==> src/rtl/sub_seq.sv <==
// Multi-cycle A - B - Bin subtractor: one CHUNK-bit slice per clock, LSB first,
// borrow carried in a register. Optional macro SUB_SEQ_SAT_EN saturates S to 0 on final borrow.
module sub_seq #(
  parameter int WIDTH = 32,
  parameter int CHUNK = 8
) (
  input  logic             clk,
  input  logic             rst_n,
  input  logic             start,
  input  logic [WIDTH-1:0] A,
  input  logic [WIDTH-1:0] B,
  input  logic             Bin,
  output logic             busy,
  output logic             done,
  output logic [WIDTH-1:0] S,
  output logic             Bout
);
  localparam int NSLICE = WIDTH / CHUNK;
  localparam int CW     = (NSLICE > 1) ? $clog2(NSLICE) : 1;

  typedef enum logic {IDLE, RUN} state_e;

  state_e             state_q, state_d;
  logic [WIDTH-1:0]   a_q, a_d, b_q, b_d, res_q, res_d, s_q, s_d;
  logic               brw_q, brw_d, bout_q, bout_d, done_q, done_d;
  logic [CW-1:0]      cnt_q, cnt_d;
  logic [CHUNK-1:0]   a_sl, b_sl, diff;
  logic               brw_nx;

  // Current slice selected by the counter; borrow only ever comes from brw_q.
  always_comb begin
    a_sl = '0;
    b_sl = '0;
    for (int i = 0; i < NSLICE; i++) begin
      if (cnt_q == CW'(i)) begin
        a_sl = a_q[i*CHUNK +: CHUNK];
        b_sl = b_q[i*CHUNK +: CHUNK];
      end
    end
    {brw_nx, diff} = {1'b0, a_sl} - {1'b0, b_sl} - {{CHUNK{1'b0}}, brw_q};
  end

  always_comb begin
    state_d = state_q;
    a_d     = a_q;
    b_d     = b_q;
    brw_d   = brw_q;
    cnt_d   = cnt_q;
    res_d   = res_q;
    s_d     = s_q;
    bout_d  = bout_q;
    done_d  = 1'b0;
    case (state_q)
      IDLE: begin
        if (start) begin
          a_d     = A;
          b_d     = B;
          brw_d   = Bin;
          cnt_d   = '0;
          state_d = RUN;
        end
      end
      RUN: begin
        for (int i = 0; i < NSLICE; i++) begin
          if (cnt_q == CW'(i)) res_d[i*CHUNK +: CHUNK] = diff;
        end
        brw_d = brw_nx;
        cnt_d = cnt_q + 1'b1;
        // Last slice: publish the whole result at once so partial slices stay hidden.
        if (cnt_q == CW'(NSLICE-1)) begin
          state_d = IDLE;
          done_d  = 1'b1;
          bout_d  = brw_nx;
          s_d     = res_d;
`ifdef SUB_SEQ_SAT_EN
          if (brw_nx) s_d = '0;
`endif
        end
      end
      default: state_d = IDLE;
    endcase
  end

  always_ff @(posedge clk or negedge rst_n) begin
    if (!rst_n) begin
      state_q <= IDLE;
      a_q     <= '0;
      b_q     <= '0;
      brw_q   <= 1'b0;
      cnt_q   <= '0;
      res_q   <= '0;
      s_q     <= '0;
      bout_q  <= 1'b0;
      done_q  <= 1'b0;
    end else begin
      state_q <= state_d;
      a_q     <= a_d;
      b_q     <= b_d;
      brw_q   <= brw_d;
      cnt_q   <= cnt_d;
      res_q   <= res_d;
      s_q     <= s_d;
      bout_q  <= bout_d;
      done_q  <= done_d;
    end
  end

  assign busy = (state_q == RUN);
  assign done = done_q;
  assign S    = s_q;
  assign Bout = bout_q;
endmodule
==> config.mk <==
export PLATFORM = sky130hd
export DESIGN_NAME = sub_seq
export DESIGN_NICKNAME = d
export VERILOG_FILES = /design/src/rtl/sub_seq.sv
export SDC_FILE = /design/constraint.sdc
export NUM_CORES = 1
export LEC_CHECK = 0
export ABC_CLOCK_PERIOD_IN_PS = 3400
export CAP_MARGIN = 20
export CORE_ASPECT_RATIO = 0.9
export CORE_MARGIN = 1.5
export CORE_UTILIZATION = 48
export DETAILED_ROUTE_END_ITERATION = 10
export DONT_BUFFER_PORTS = 1
export GPL_TIMING_DRIVEN = 0
export PLACE_DENSITY = 0.61
export SYNTH_ARGS = -nofsm -noshare
export SYNTH_HDL_FRONTEND = slang
export SYNTH_SLANG_ARGS = --single-unit
==> constraint.sdc <==
create_clock -name clk -period 3.4 [get_ports clk]
set_clock_uncertainty 0.05 [all_clocks]
set_input_delay 0.17 -clock clk [delete_from_list [all_inputs] [get_ports clk]]
set_output_delay 0.17 -clock clk [all_outputs]
set_load 0.03 [all_outputs]
==> results summary <==
The leftover overflow at the end of global routing came out at 0. The tightest slew margin relative to the limit came out at 0.449. The number of iterations in the first detailed-routing pass is 5. The slowest stage of the critical path belongs to the cell sky130_fd_sc_hd__dfrtp_1.

The via count of the first global-routing pass came out at 4,670. The final period utilization came out at 1.07. The number of library cell types mapped by synthesis is 33. The die covers 12,800 um^2. The CTS clock-pin slew for the worst setup and hold paths is 60 ps.

The global router's overall resource usage came out at 0.260. The final reports fail on negative setup slack. The buffer cell driving the clock tree root is sky130_fd_sc_hd__clkbuf_16. The area of the placeable core came out at 11,600 um^2. The clock net in this run drives a total of 126 sinks. The area growth from synthesis to layout is 36.5%. The maximum fanout count along the critical path came out at 7. The register area share after synthesis came out at 0.541. The number of inserted diodes came out at 0.

TritonCTS built the clock tree. The slack of the critical path came out at -233 ps. The gate count of the mapped netlist came out at 550.

Dividing the synthesized area by the synthesized cell count gives 10.6 um^2. For this run, the number of Yosys warnings is 0. The worst setup path is launched from a flip-flop.

The net count of the finished layout is 740. For this run, design rule violations remaining after detail routing come to 0. The chip width is 119 um. Timing would allow up to 275 MHz.

The overall routed net length is 15,600 um. At the pin with the least slew margin, the transition time is 821 ps. The critical path goes through inv_2 -> ha_4 -> clkbuf_16 -> clkbuf_16 -> a21oi_2 -> nor2_1 -> a21oi_2 -> nor2_2 -> a21oi_1 -> ha_1 -> inv_2 -> ha_4 -> and2_4 -> a221o_1 -> a21o_1 -> a41o_1 -> a21oi_4 -> xnor2_4 -> o21ai_1. The number of buffers added on ports came out at 0.

For the worst-skew pair, the clock arrives at the later sink with an insertion delay of 420 ps. The initial standard-cell utilization of the core came out at 0.501. The ratio of routed vias to standard cells is 5.35. The count of final hold-check violations is 0. The tool flagged a number of max-cap violations equal to 0. The antenna violation net count after detailed routing is 0. The mapped netlist covers 5820 um^2. The final weighted congestion in routability-driven placement is 0.779. The setup violation total in the final timing report is 20. The post-DP HPWL came out at 9950 um. The chip height is 108 um. For the finished layout, the period the worst path requires is 3630 ps. The proportion of layout cells with a drive suffix above 1 is 0.285. The kind of critical path is reg2reg. The required time at the worst-slack endpoint came out at 3630 ps. The number of antenna violations at the first check in global routing came to 0. Synthesis produced a netlist with a net count of 636. The arrival time at the worst endpoint came out at 3870 ps. The number of I/O pins is 103. Setup repair after global routing could not meet its margin everywhere. The number of buffers between clock root and the deepest sink came out at 2. The final max-slew violation count came out at 0. The initialized floorplan defines 37 standard-cell rows. The mean routed wirelength per cell is 19.0 um. The global-route wire length before repair is 25,200 um. The sum of negative setup slack came out at -1870 ps. The number of DRC markers in iteration 0 came out at 305.

The count of state elements after synthesis came out at 126. The run finished, with violations left. The worst hold path belongs to the class in2reg. For this block, the via count after detailed routing is 4,401. The largest net degree at the start of global routing is 127. The clock tree synthesis step divided the H-tree into 4 levels. The capturing element type of the critical path is a flip-flop.

In this run, CTS created clock tree buffers numbering 17. The biggest cell delay along the critical path came out at 380 ps. The end-of-flow core utilization is 0.684.
[synth_stat cells (all sizes together)]
library cell / instances / area (um^2)
clkbuf: 26 / 97.6
nand3b: 1 / 7.51
o22ai: 1 / 6.26
a221o: 1 / 10.0
inv: 19 / 71.3
nor3b: 9 / 67.6
a31oi: 1 / 6.26
a21o: 4 / 30.0
o21ai: 58 / 290
and2: 1 / 8.76
fa: 2 / 40.0
a41o: 1 / 10.0
a21oi: 54 / 274
a22oi: 2 / 15.0
xor2: 3 / 26.3
mux2: 68 / 766
nand2b: 3 / 18.8
nor2b: 3 / 18.8
ha: 16 / 200
o31ai: 1 / 7.51
o21bai: 1 / 7.51
dfrtp: 126 / 3150
xnor2: 6 / 60.1
nand2: 77 / 289
mux2i: 12 / 120
buf: 9 / 40.0
and3: 1 / 6.26
a211oi: 3 / 22.5
nor2: 41 / 154
[through the flow]
stage | worst slack [ps] | hold slack (ps) | cell area (um^2) | std cells
finish | -233 | 12.9 | 7950 | 823
global route | -400 | 64.2 | 7950 | 823
CTS | -218 | 11.8 | 7730 | 820
detailed placement | -851 | -172 | 6070 | 706
global placement | -779 | -173 | 6070 | 706
floorplan | 15.2 | -176 | 5870 | 550
[per-layer routing]
metal / GRT usage / part of all wire / wire [um]
met1: 0.364 / 0.45 / 7050
met2: 0.410 / 0.48 / 7550
met3: 0.0683 / 0.058 / 907
met4: 0.0568 / 0.0069 / 108
met5: 0 / 0 / 0
[placed cells by master, fill, tap and decap left out, types with 3 or more instances in the layout]
| cell type | count |
|---|---|
| sky130_fd_sc_hd__nor2_2 | 8 |
| sky130_fd_sc_hd__ha_4 | 6 |
| sky130_fd_sc_hd__a21oi_4 | 3 |
| sky130_fd_sc_hd__nor3b_1 | 9 |
| sky130_fd_sc_hd__buf_1 | 4 |
| sky130_fd_sc_hd__o21ai_2 | 3 |
| sky130_fd_sc_hd__nor2_1 | 33 |
| sky130_fd_sc_hd__mux2_2 | 68 |
| sky130_fd_sc_hd__inv_1 | 14 |
| sky130_fd_sc_hd__ha_1 | 9 |
| sky130_fd_sc_hd__clkbuf_16 | 20 |
| sky130_fd_sc_hd__xnor2_4 | 4 |
| sky130_fd_sc_hd__o21ai_1 | 16 |
| sky130_fd_sc_hd__buf_2 | 7 |
| sky130_fd_sc_hd__a21o_1 | 4 |
| sky130_fd_sc_hd__nor2b_1 | 3 |
| sky130_fd_sc_hd__buf_4 | 13 |
| sky130_fd_sc_hd__nand2_1 | 74 |
| sky130_fd_sc_hd__dlygate4sd3_1 | 67 |
| sky130_fd_sc_hd__o21ai_0 | 39 |
| sky130_fd_sc_hd__buf_6 | 4 |
| sky130_fd_sc_hd__clkbuf_4 | 4 |
| sky130_fd_sc_hd__a21oi_1 | 40 |
| sky130_fd_sc_hd__inv_2 | 5 |
| sky130_fd_sc_hd__a21oi_2 | 11 |
| sky130_fd_sc_hd__clkbuf_1 | 14 |
| sky130_fd_sc_hd__nand2_2 | 3 |
| sky130_fd_sc_hd__dfrtp_1 | 125 |
| sky130_fd_sc_hd__clkbuf_8 | 12 |
| sky130_fd_sc_hd__mux2i_1 | 12 |
[area by class of cell]
cell class	count	area [um^2]
fill	847	3670
timing repair buffer	86	862
clock buffer	29	581
tap	156	195
clock inverter	3	65.1
sequential	126	3150
buffer	34	231
multi-input combinational	370	2790
inverter	19	71.3
[cells by family (layout without fill, tap and decap cells)]
| kind of cell | after synthesis | in the layout | share of synthesized area |
|---|---|---|---|
| buffers and inverters | 54 | 171 | 0.0359 |
| multiplexers | 80 | 80 | 0.152 |
| AND/OR/NAND/NOR | 136 | 136 | 0.0980 |
| flip-flops | 126 | 126 | 0.541 |
| adder cells (fa/ha/maj) | 18 | 18 | 0.0412 |
| XOR/XNOR | 9 | 9 | 0.0148 |
| AO/OA/AOI/OAI | 127 | 127 | 0.117 |
[registers in the layout (all words and copies together) (netlist names)]
| register | cells |
|---|---|
| Bout | 1 |
| busy | 1 |
| brw_q | 1 |
| cnt_q | 2 |
| res_q | 24 |
| a_q | 32 |
| b_q | 32 |
| done | 1 |
| S | 32 |
[final timing paths]
| path | start | end | slack [ps] | cells after the start |
|---|---|---|---|---|
| worst min register to register | res_q[18] | res_q[18] | 420 | 2 |
| worst max register to register | cnt_q[1] | S[7] | -230 | 19 |
| min in group asynchronous | rst_n | b_q[4] | 330 | 2 |
| max in group asynchronous | rst_n | cnt_q[0] | 2470 | 2 |
| worst max-delay path | cnt_q[1] | S[7] | -230 | 19 |
| worst min-delay path | start | brw_q | 10 | 3 |
[critical path: cells and delay by family, from the launching register on]
kind,cells,cell delay (ps)
buffers and inverters,4,480
adder cells (fa/ha/maj),3,640
AND/OR/NAND/NOR,3,290
AO/OA/AOI/OAI,8,1450
flip-flops,1,380
XOR/XNOR,1,210
[what timing repair did]
item	4_1_cts	5_1_grt
gates cloned	1	0
gates resized for setup	55	48
buffers inserted	14	5
endpoints found under the hold margin	193	0
endpoints found under the setup margin	50	44
pin swaps	26	33
hold buffers	68	0
Power is left out: the tool's default activity adds up to more than one toggle a clock period on the data nets, which glitch-free logic cannot reach.
